**src/rtl/spram_arbiter.sv**
```systemverilog
// rtl/spram_arbiter.sv - two-port arbiter and standby/wake sequencer for the cascaded 32-bit SPRAM
// Optional round-robin arbitration when SPRAM_ARB_ROUND_ROBIN_EN is defined; fixed priority (port 0 first) otherwise.
module spram_arbiter #(
  parameter int IDLE_CYCLES = 16,
  parameter int WAKE_CYCLES = 3
) (
  input  logic        clk,
  input  logic        reset,
  input  logic        req0,
  input  logic        we0,
  input  logic [13:0] addr0,
  input  logic [31:0] wdata0,
  input  logic [3:0]  be0,
  input  logic        req1,
  input  logic        we1,
  input  logic [13:0] addr1,
  input  logic [31:0] wdata1,
  input  logic [3:0]  be1,
  output logic        ack0,
  output logic        ack1,
  output logic        rvalid0,
  output logic        rvalid1,
  output logic [31:0] rdata,
  output logic [13:0] mem_addr,
  output logic [31:0] mem_data_in,
  output logic [7:0]  mem_mask_wren,
  output logic        mem_wren,
  output logic        mem_chip_sel,
  output logic        mem_standby,
  output logic        mem_sleep,
  output logic        mem_poweroff,
  input  logic [31:0] mem_data_out
);

  typedef enum logic [1:0] {
    ST_ACTIVE  = 2'd0,
    ST_STANDBY = 2'd1,
    ST_WAKE    = 2'd2
  } state_e;

  localparam int IDLE_W = (IDLE_CYCLES > 2) ? $clog2(IDLE_CYCLES) : 1;
  localparam int WAKE_W = (WAKE_CYCLES > 2) ? $clog2(WAKE_CYCLES) : 1;
  localparam logic [IDLE_W-1:0] IDLE_LAST = IDLE_W'((IDLE_CYCLES > 0) ? IDLE_CYCLES - 1 : 0);
  localparam logic [WAKE_W-1:0] WAKE_LAST = WAKE_W'((WAKE_CYCLES > 0) ? WAKE_CYCLES - 1 : 0);

  state_e            state_q, state_d;
  logic [IDLE_W-1:0] idle_cnt_q, idle_cnt_d;
  logic [WAKE_W-1:0] wake_cnt_q, wake_cnt_d;
  logic              rvalid0_q, rvalid0_d;
  logic              rvalid1_q, rvalid1_d;

  logic        any_req;
  logic        issue_en;
  logic        pick1;
  logic        gnt0;
  logic        gnt1;
  logic        sel_we;
  logic [13:0] sel_addr;
  logic [31:0] sel_wdata;
  logic [3:0]  sel_be;

  function automatic logic [7:0] nibble_mask(input logic [3:0] be);
    logic [7:0] m;
    for (int k = 0; k < 4; k++) begin
      m[2*k +: 2] = {2{be[k]}};
    end
    return m;
  endfunction

  assign any_req = req0 | req1;
  // Grants are only issued from ACTIVE; reset suppresses them so nothing reaches the SPRAM during reset.
  assign issue_en = (state_q == ST_ACTIVE) && !reset;

`ifdef SPRAM_ARB_ROUND_ROBIN_EN
  logic rr_q, rr_d;

  assign pick1 = req1 && (!req0 || rr_q);

  always_comb begin
    rr_d = rr_q;
    if (gnt0) begin
      rr_d = 1'b1;
    end else if (gnt1) begin
      rr_d = 1'b0;
    end
  end

  always_ff @(posedge clk) begin
    if (reset) begin
      rr_q <= 1'b0;
    end else begin
      rr_q <= rr_d;
    end
  end
`else
  assign pick1 = req1 && !req0;
`endif

  assign gnt0 = issue_en && req0 && !pick1;
  assign gnt1 = issue_en && pick1;

  assign sel_we    = pick1 ? we1    : we0;
  assign sel_addr  = pick1 ? addr1  : addr0;
  assign sel_wdata = pick1 ? wdata1 : wdata0;
  assign sel_be    = pick1 ? be1    : be0;

  always_comb begin
    ack0          = 1'b0;
    ack1          = 1'b0;
    mem_chip_sel  = 1'b0;
    mem_addr      = 14'd0;
    mem_data_in   = 32'd0;
    mem_wren      = 1'b0;
    mem_mask_wren = 8'd0;
    if (gnt0 || gnt1) begin
      ack0          = gnt0;
      ack1          = gnt1;
      mem_chip_sel  = 1'b1;
      mem_addr      = sel_addr;
      mem_data_in   = sel_wdata;
      mem_wren      = sel_we;
      mem_mask_wren = sel_we ? nibble_mask(sel_be) : 8'd0;
    end
  end

  assign mem_standby  = (state_q == ST_STANDBY) && !reset;
  assign mem_sleep    = 1'b0;
  assign mem_poweroff = 1'b1;

  // Read data flows straight from the SPRAM; the tag registers say whose read it is.
  assign rvalid0_d = gnt0 && !we0;
  assign rvalid1_d = gnt1 && !we1;
  assign rvalid0   = rvalid0_q && !reset;
  assign rvalid1   = rvalid1_q && !reset;
  assign rdata     = mem_data_out;

  always_comb begin
    state_d    = state_q;
    idle_cnt_d = idle_cnt_q;
    wake_cnt_d = wake_cnt_q;
    case (state_q)
      ST_ACTIVE: begin
        if (any_req) begin
          idle_cnt_d = '0;
        end else if ((IDLE_CYCLES != 0) && (idle_cnt_q == IDLE_LAST)) begin
          state_d    = ST_STANDBY;
          idle_cnt_d = '0;
        end else if (idle_cnt_q != {IDLE_W{1'b1}}) begin
          idle_cnt_d = idle_cnt_q + IDLE_W'(1);
        end
      end
      ST_STANDBY: begin
        if (any_req) begin
          state_d    = ST_WAKE;
          wake_cnt_d = '0;
        end
      end
      ST_WAKE: begin
        // Standby stays low for WAKE_CYCLES before the first access is issued.
        if (wake_cnt_q == WAKE_LAST) begin
          state_d = ST_ACTIVE;
        end else begin
          wake_cnt_d = wake_cnt_q + WAKE_W'(1);
        end
      end
      default: begin
        state_d = ST_ACTIVE;
      end
    endcase
  end

  always_ff @(posedge clk) begin
    if (reset) begin
      state_q    <= ST_ACTIVE;
      idle_cnt_q <= '0;
      wake_cnt_q <= '0;
      rvalid0_q  <= 1'b0;
      rvalid1_q  <= 1'b0;
    end else begin
      state_q    <= state_d;
      idle_cnt_q <= idle_cnt_d;
      wake_cnt_q <= wake_cnt_d;
      rvalid0_q  <= rvalid0_d;
      rvalid1_q  <= rvalid1_d;
    end
  end

endmodule

```
**config.mk**
```make
export PLATFORM = sky130hd
export DESIGN_NAME = spram_arbiter
export DESIGN_NICKNAME = d
export VERILOG_FILES = /design/src/rtl/spram_arbiter.sv
export SDC_FILE = /design/constraint.sdc
export NUM_CORES = 1
export LEC_CHECK = 0
export ABC_AREA = 1
export CORE_AREA = 2 2 90 92
export CTS_CLUSTER_SIZE = 30
export DETAILED_ROUTE_END_ITERATION = 8
export DIE_AREA = 0 0 92 94
export PLACE_DENSITY = 0.79
export SYNTH_ARGS = -nofsm -noshare
export SYNTH_HDL_FRONTEND = slang
export SYNTH_SLANG_ARGS = --single-unit
```
**constraint.sdc**
```tcl
create_clock -name clk -period 1.6 [get_ports clk]
set_input_delay 0.32 -clock clk [delete_from_list [all_inputs] [get_ports clk]]
set_output_delay 0.32 -clock clk [all_outputs]
set_load 0.01 [all_outputs]
```
# == After elaboration in Yosys (flattened, before gate mapping) ==
# Cells that the tools add are included.
# word_totals
regBits,10
latch_bits,0
ram_bits,0
rom_bits,0
inputBits,138
out_inout_bits,95
word_cells,63
mem_count,0
# op_classes
add_sub_neg,2
n_mul,0
div,0
n_lt_le_gt_ge,0
n_eq_ne,10
n_shift,0
n_mux,23
n_bitwise,1
reduce_logical,22
# op_table
cell,count
32-bit two-way mux,2
14-bit two-way mux,2
4-bit two-way mux,4
8-bit two-way mux,2
2-bit two-way mux,6
1-bit logical AND,10
2-bit inequality test (second input constant),4
2-bit case mux with 3 select lines,1
1-bit logical NOT,5
1-bit two-way mux,5
4-bit by 1-bit adder with 4-bit output (second input constant),1
2-bit equality test (second input constant),2
4-bit equality test (second input constant),1
4-bit inequality test (second input constant),1
2-bit case mux with 2 select lines,1
4-bit AND reduction,1
3-bit AND reduction,1
3-bit nonzero test,1
2-bit by 1-bit adder with 2-bit output (second input constant),1
2-bit by 1-bit equality test with 1-bit output (second input constant),1
2-bit logical NOT,1
2-bit by 1-bit inequality test with 1-bit output (second input constant),1
2-bit AND reduction,1
2-bit nonzero test,1
other kinds (2),2

# == Longest topological paths before layout ==
# Gate-level depths: netlist of the first run.
# logic_depth
ltp_word,6
ltp_mapped,8
mapped_depth_nobuf,8

# == Worst setup path before layout of the first run ==
# No wires, ideal clock.
# synth_timing
path_kind,flip-flop to output port
from,register state_q[1]
to,output port mem_mask_wren[1]
arrival_time_ps,1286
required_time_ps,1280
setup_slack_ps,-6
path_stages_with_launch,7
cell_sequence,dfxtp_1 -> nor2_4 -> nand2_4 -> nor2_8 -> nand2_1 -> a21oi_1 -> buf_4
# synth_between
elab_chain_len,6
# synth_lines
item,line_no,text
start: declaration,46,"state_e state_q, state_d;"
start signal: assignment,180,state_q <= state_d;
2-bit logical NOT (*),72,assign issue_en = (state_q == ST_ACTIVE) && !reset;
1-bit logical AND (*),72,
1-bit logical AND (2 in a row),99,assign gnt0 = issue_en && req0 && !pick1;
1-bit logical OR (*),115,if (gnt0 || gnt1) begin
8-bit two-way mux (*),115,
end: declaration,26,"output logic [7:0] mem_mask_wren,"
# Mark *: on every way between the ends. The rest lies on a longest branch, timed or not.

# == Worst setup path in the final report of the first run ==
# layout_timing
from,register state_q[0]
to,output port mem_addr[6]
# layout_between
elab_chain_len,6
# layout_lines
item,line_no,text
2-bit logical NOT (*),72,
1-bit logical AND (*),72,
1-bit logical AND (2 in a row),99,
1-bit logical OR (*),115,
14-bit two-way mux (*),115,
end: declaration,24,"output logic [13:0] mem_addr,"
# Marked as above.

==> summary.txt, run 1 <==
Vias in the first global route = 2314
Die width = 92 µm
Fin area = 3650 µm²
Leakage Power = 1.63 nW
Global Route Usage Sum = 15.0%
Worst EP arrival = 1460 ps
Final ANT Viol Nets = 0
Syn Area/Cell = 6.06 µm²
Synth cell types = 26
DRT Wirelength = 7200 µm
Final number of setup-violating endpoints = 55
Top_reg_cell synth = dfxtp_1
Area Growth Syn to Fin = 109%
Total core area = 7610 µm²
Root Buffer = clkbuf_8
Crit Path Class = register to primary output
Routed WL per cell = 13.1 µm
Drt via density = 4.35
First-pass GRT wire length = 10600 µm
Status = finished with violations
Netlist area before placement = 1740 µm²
Startpoint type of the worst setup path = register
CTS sink count = 10
Worst-path cell chain = nor2_4, nand2_4, nor2_8, inv_8, buf_4, buf_6, a21oi_2, buf_2
Die area = 8650 µm²
Row cnt = 32
Post-synth EDFFs = 0
Ports = 233
Pre-CTS WS = -930 ps
Gate Count Post-Synth = 288
CTS buffer count = 3
Worst path slowest cell = dfxtp_2
Layout cells sized above 1 = 40.5%
Gr ovfl total = 0
Inst Count DP = 527
Port bufs = 166
Fin util = 48.0%
Clock Latency Late Sink = 240 ps
Final Hold Fails = 0
Via count = 2396
Most frequent cells in the layout = nand2_1, clkdlybuf4s50_1, buf_2
Warnings from Yosys = 0
H-tree levels = 1
Sequential cell area = 203 µm²
RSZ-0062 raised after global routing = yes
Pwr Density = 380 nW/µm²
Asr flop ratio synth = 0%
Largest net degree at the start of global routing = 20
Max VDD drop = 0.000253 V
Flops & latches, synth = 10
Fill cell total of the finished layout = 738
Slack of the critical path = -181 ps
Fin. max-slew vios = 0
Crit share post-route = 111%
Post-Syn Nets = 428
Height of the die = 94 µm
# DRC = 0
Slowest stage delay, CP = 330 ps
Most frequent standard cell in the layout excluding fill and tap cells = nand2_1
Register area share after synthesis = 11.5%
Req. time, crit path = 1280 ps
Placed instance area = 3350 µm²
Nets = 591
Clk_skew = 9.25 ps
Initial core utilization = 22.9%
Clock buffer depth = 2
Minimum clock period = 1780 ps
CTS tree = yes
RePlAce Congestion = 0.793
Fmax = 0.561 GHz
DRT Pass-1 Iters = 4
Diode count = 0
Clock-pin slew on the worst setup and hold paths = 50 ps
Hpwl dp = 5590 µm
Critical path fanouts, max = 8
Min-Delay Path Class = input pin to register
Initial antenna violation count = 0
Multi-input logic area = 1220 µm²
Max Cap Viol = 0
Critical path endpoint category = primary output
Fin cells = 551
Initial DRC Count = 52
Failing checks = negative setup slack
Hold slack = 401 ps
-- sequential cells by signal (all words and copies together) (netlist names) --
register,cells
idle_cnt_q,4
rvalid0_q,1
rvalid1_q,1
state_q,2
wake_cnt_q,2
-- final timing paths --
check                           slack [ps]  depth (start not counted)       endpoint     startpoint
worst max-delay path                  -180                          8    mem_addr[6]     state_q[0]
worst min-delay path                   400                          2      rvalid0_q            we0
worst max register to register         340                          8  wake_cnt_q[0]     state_q[0]
worst min register to register         530                          2  wake_cnt_q[1]  wake_cnt_q[1]
-- cell type report --
cell class | instances | area share (%)
Tap cell | 102 | 3.49
Timing Repair Buffer | 211 | 54.1
Inverter | 18 | 2.40
Sequential cell | 10 | 5.55
Clock buffer | 3 | 1.13
Multi-Input combinational cell | 207 | 33.3
-- Yosys cell counts (2+ instances only) --
| cell | count | share of area, % |
|---|---|---|
| nor2_1 | 21 | 4.5 |
| o21ai_0 | 5 | 1.4 |
| conb_1 | 2 | 0.43 |
| buf_4 | 38 | 16 |
| nand3_1 | 5 | 1.4 |
| nand2_1 | 109 | 23 |
| buf_8 | 4 | 3.4 |
| ha_1 | 2 | 1.4 |
| nor3_1 | 3 | 0.86 |
| inv_1 | 16 | 3.4 |
| buf_2 | 5 | 1.4 |
| a21oi_2 | 40 | 20 |
| dfxtp_1 | 10 | 11 |
| clkbuf_1 | 5 | 1.1 |
| a21oi_1 | 12 | 3.4 |
-- worst max-delay path: cells and delay by family, from the launching register on --
| kind | cells | cell delay, ps |
|---|---|---|
| compound gates | 1 | 90 |
| buf+inv | 4 | 470 |
| flops | 1 | 330 |
| simple gates | 3 | 330 |
-- power breakdown --
group / internal (mW) / switching (mW) / total [mW]
combinational: 0.504 / 0.361 / 0.864
clock: 0.165 / 0.101 / 0.266
sequential: 0.254 / 0.00292 / 0.257
total: 0.922 / 0.465 / 1.39
-- metal layers --
| metal | global-route usage, % | routed length [µm] |
|---|---|---|
| met5 | 0 | 0 |
| met4 | 4.60 | 99 |
| met3 | 3.61 | 647 |
| met2 | 28.7 | 3820 |
| met1 | 16.3 | 2630 |
-- per-stage QoR --
stage	setup TNS (ps)	power, mW
floorplan	-22.2	0.643
global placement	-48590	1.04
detailed placement	-49780	1.05
CTS	-5740	1.37
global route	-8710	1.46
finish	-5150	1.39
-- cell families (layout without fill, tap and decap cells) --
kind of cell	count (synthesis)	count (layout)	synth area share, %
adder cells (fa/ha/maj)	2	2	1.43
other	2	2	0.431
AND/OR/NAND/NOR	145	145	34.2
AO/OA/AOI/OAI	58	58	25.3
buffers and inverters	71	232	27.1
flip-flops	10	10	11.5
-- what timing repair did --
item | CTS | global route
resized for setup | 306 | 21
setup endpoints to repair | 61 | 57
buffers inserted | 18 | 2
hold endpoints to repair | 0 | 0
cloned | 3 | 0
pin swaps | 9 | 0
hold buffers | 0 | 0
Note: power is estimated with default switching activity, not from simulation.
==> run 2, diff against run 1 <==
--- a/config.mk
+++ b/config.mk
@@ -10,6 +10,7 @@
 export CTS_CLUSTER_SIZE = 30
 export DETAILED_ROUTE_END_ITERATION = 8
 export DIE_AREA = 0 0 92 94
+export GPL_TIMING_DRIVEN = 0
 export PLACE_DENSITY = 0.79
 export SYNTH_ARGS = -nofsm -noshare
 export SYNTH_HDL_FRONTEND = slang
==> run 2 against run 1 <==
Net effect:
- the flow still finishes with violations (negative setup slack)
- maximum frequency decreased by 1.1%
- clock power decreased by 2%
- combinational power increased by 7.5%
- cell area increased by 5.8%
- sequential share of layout area decreased by 0.30 points
- utilization increased by 2.8 points
- die area unchanged
- critical path depth decreased by 2
- global-route usage increased by 1.9 points
- non-clock buffer count increased by 46
- sequential cell count unchanged
- clock skew decreased by 5.8 ps
- largest cell class unchanged
- highest routed layer unchanged
==> summary.txt, run 2 (synthesized netlist as in run 1, its figures left out) <==
DRT Pass-1 Iters = 4 (unchanged)
Critical path fanouts, max = 8 (unchanged)
Hold path start = reset
Top delay family on crit path = simple AND/OR/NAND/NOR gates
Fmax = 0.555 GHz (-1.1%)
Multi-input logic area = 1130 µm² (-7.0%)
Final Hold Fails = 0 (unchanged)
Hold slack = 323 ps (-78.7 ps)
Die width = 92 µm (unchanged)
Leakage Power = 1.77 nW (+8.6%)
Clock-pin slew on the worst setup and hold paths = 50 ps (about the same)
CTS buffer count = 3 (unchanged)
Pwr Density = 374 nW/µm² (-1.4%)
RePlAce Congestion = 0.809 (+2.0%)
Clock buffer depth = 2 (unchanged)
Status = finished with violations
Die area = 8650 µm² (unchanged)
# DRC = 0 (unchanged)
Final ANT Viol Nets = 0 (unchanged)
Fin. max-slew vios = 0 (unchanged)
Most frequent standard cell in the layout excluding fill and tap cells = clkdlybuf4s50_1
DRT Wirelength = 7800 µm (+8.3%)
Nets = 637 (+7.8%)
WHS Path Cells = 2 (unchanged)
Hpwl dp = 6440 µm (+15%)
Met3 Track Usage GR = 2.97% (-0.64 points)
Sequential cell area = 203 µm² (unchanged)
Slowest stage delay, CP = 340 ps (about the same)
Failing checks = negative setup slack
Crit share post-route = 113% (+1.3 points)
Met2 Track Usage GR = 32.9% (+4.2 points)
Diode count = 0 (unchanged)
Worst r2r src = wake_cnt_q[0]
Max Cap Viol = 0 (unchanged)
Vias in the first global route = 2609 (+13%)
Req. time, crit path = 1280 ps (about the same)
Height of the die = 94 µm (unchanged)
CTS tree = yes
Ports = 233 (unchanged)
Initial antenna violation count = 0 (unchanged)
Root Buffer = clkbuf_8
FF-to-FF End = wake_cnt_q[0]
Final number of setup-violating endpoints = 54 (-1.8%)
Worst EP arrival = 1480 ps (+20 ps)
RSZ-0062 raised after global routing = yes
Via count = 2585 (+7.9%)
Layout cells sized above 1 = 36.6% (-4.0 points)
Slack of the critical path = -202 ps (-20.1 ps)
Fill cell total of the finished layout = 725 (-1.8%)
Routed WL per cell = 13.1 µm (about the same)
Reg2reg path depth = 8 (unchanged)
Most frequent cells in the layout = clkdlybuf4s50_1, nand2_1, buf_4, buf_2, a21oi_2
Critical path endpoint category = primary output
CTS sink count = 10 (unchanged)
Clock Latency Late Sink = 240 ps (about the same)
Total core area = 7610 µm² (unchanged)
Startpoint type of the worst setup path = register
Worst-path cell chain = nor2_4, nand2_4, nor2_8, inv_8, a21oi_1, clkdlybuf4s15_2
Biggest regs = idle_cnt_q (4), state_q (2), wake_cnt_q (2)
Max VDD drop = 0.000225 V (-11%)
Worst path buffer plus inverter count = 2 (-2)
Min-Delay Path Class = input pin to register
Met1 usage = 19.1% (+2.7 points)
Busiest grt layer = met2
Register name with the most flops = idle_cnt_q
Minimum clock period = 1800 ps (+20.1 ps)
Clk_skew = 3.44 ps (-5.81 ps)
R2R setup slack = 370 ps (+30 ps)
Global Route Usage Sum = 17.0% (+1.9 points)
Gr ovfl total = 0 (unchanged)
Port bufs = 197 (+19%)
Pwr Total = 1.45 mW (+4.3%)
Largest net degree at the start of global routing = 11 (-45%)
Largest register FFs = 4 (unchanged)
Initial core utilization = 22.9% (unchanged)
First-pass GRT wire length = 12100 µm (+14%)
Initial DRC Count = 47 (-9.6%)
H-tree levels = 1 (unchanged)
Drt via density = 4.33 (-0.42%)
Area Growth Syn to Fin = 122%
Hold Path End = state_q[1]
Crit Path Class = register to primary output
Worst path slowest cell = dfxtp_2
Row cnt = 32 (unchanged)
[run 2: cell count changes in the layout (fill, tap and decap cells not counted), sizes merged]
cell and change:
buf +1, inv +1, clkinv -1, clkbuf +7, clkdlybuf4s50 +34, bufbuf +1, clkdlybuf4s15 +5, dlygate4sd2 -2
[run 2: repair_timing]
item | in CTS | in global routing
hold buffers | 0 | 0
setup endpoints to repair | 59 | 58
pin swaps | 6 | 1
gates cloned | 1 | 0
setup buffers | 6 | 0
gates resized for setup | 274 | 11
[run 2: routing by layer]
metal / wire length, µm / vias up / share of wire (%)
li1: - / 1286 / -
met1: 2990 / 1150 / 38
met2: 4130 / 139 / 53
met3: 585 / 10 / 7.5
met4: 91 / 0 / 1.2
met5: 0 / - / 0
[run 2: layout make-up]
cell class                      count  share of cell area [%]
Timing Repair Buffer              204                    46.6
Multi-Input combinational cell    207                    29.3
Buffer                             53                    12.3
Sequential cell                    10                    5.25
Tap cell                          102                    3.30
Inverter                           18                    2.20
Clock buffer                        3                    1.07
[run 2: worst reg2reg max path: stages, from the launching register on]
cell and delay (ps):
dfxtp_1 330, inv_1 50, ha_1 190, inv_1 50
nand3_1 80, o21ai_0 140, inv_1 130, nor2_1 110
nor2_1 50
[run 2: how the worst max path moves through the flow]
stage / startpoint / endpoint / slack (ps) / depth (start not counted)
finish: state_q[0] / mem_data_in[23] / -200 / 6
global route: state_q[0] / mem_data_in[23] / -250 / 6
CTS: state_q[0] / mem_data_in[23] / -200 / 6
detailed placement: req0 / mem_mask_wren[7] / -1120 / 8
global placement: req0 / mem_mask_wren[1] / -1120 / 8
floorplan: state_q[1] / mem_mask_wren[1] / -6 / 6
[run 2: power by group]
group / total (mW) / internal (mW) / switching (mW)
Combinational: 0.929 / 0.553 / 0.376
Sequential: 0.257 / 0.254 / 0.00316
Clock: 0.260 / 0.164 / 0.0955
[run 2: through the flow]
step / util, % / cell area (µm²) / std cells / worst slack [ps] / setup TNS [ps]
floorplan: - / 1740 / 288 / -5.55 / -22.2
CTS: 50.3 / 3830 / 597 / -199 / -7790
finish: 50.8 / 3860 / 597 / -202 / -6650
global placement: 50.5 / 3840 / 587 / -1120 / -54500
global route: 50.8 / 3860 / 597 / -249 / -10980
detailed placement: 50.5 / 3840 / 587 / -1120 / -54640
==> run 3, diff against run 2 <==
--- a/config.mk
+++ b/config.mk
@@ -7,6 +7,7 @@
 export LEC_CHECK = 0
 export ABC_AREA = 1
 export CORE_AREA = 2 2 90 92
+export CTS_CLUSTER_DIAMETER = 200
 export CTS_CLUSTER_SIZE = 30
 export DETAILED_ROUTE_END_ITERATION = 8
 export DIE_AREA = 0 0 92 94
==> results of run 3 <==
The final DEF is identical to that of run 2; final timing and power are the same.
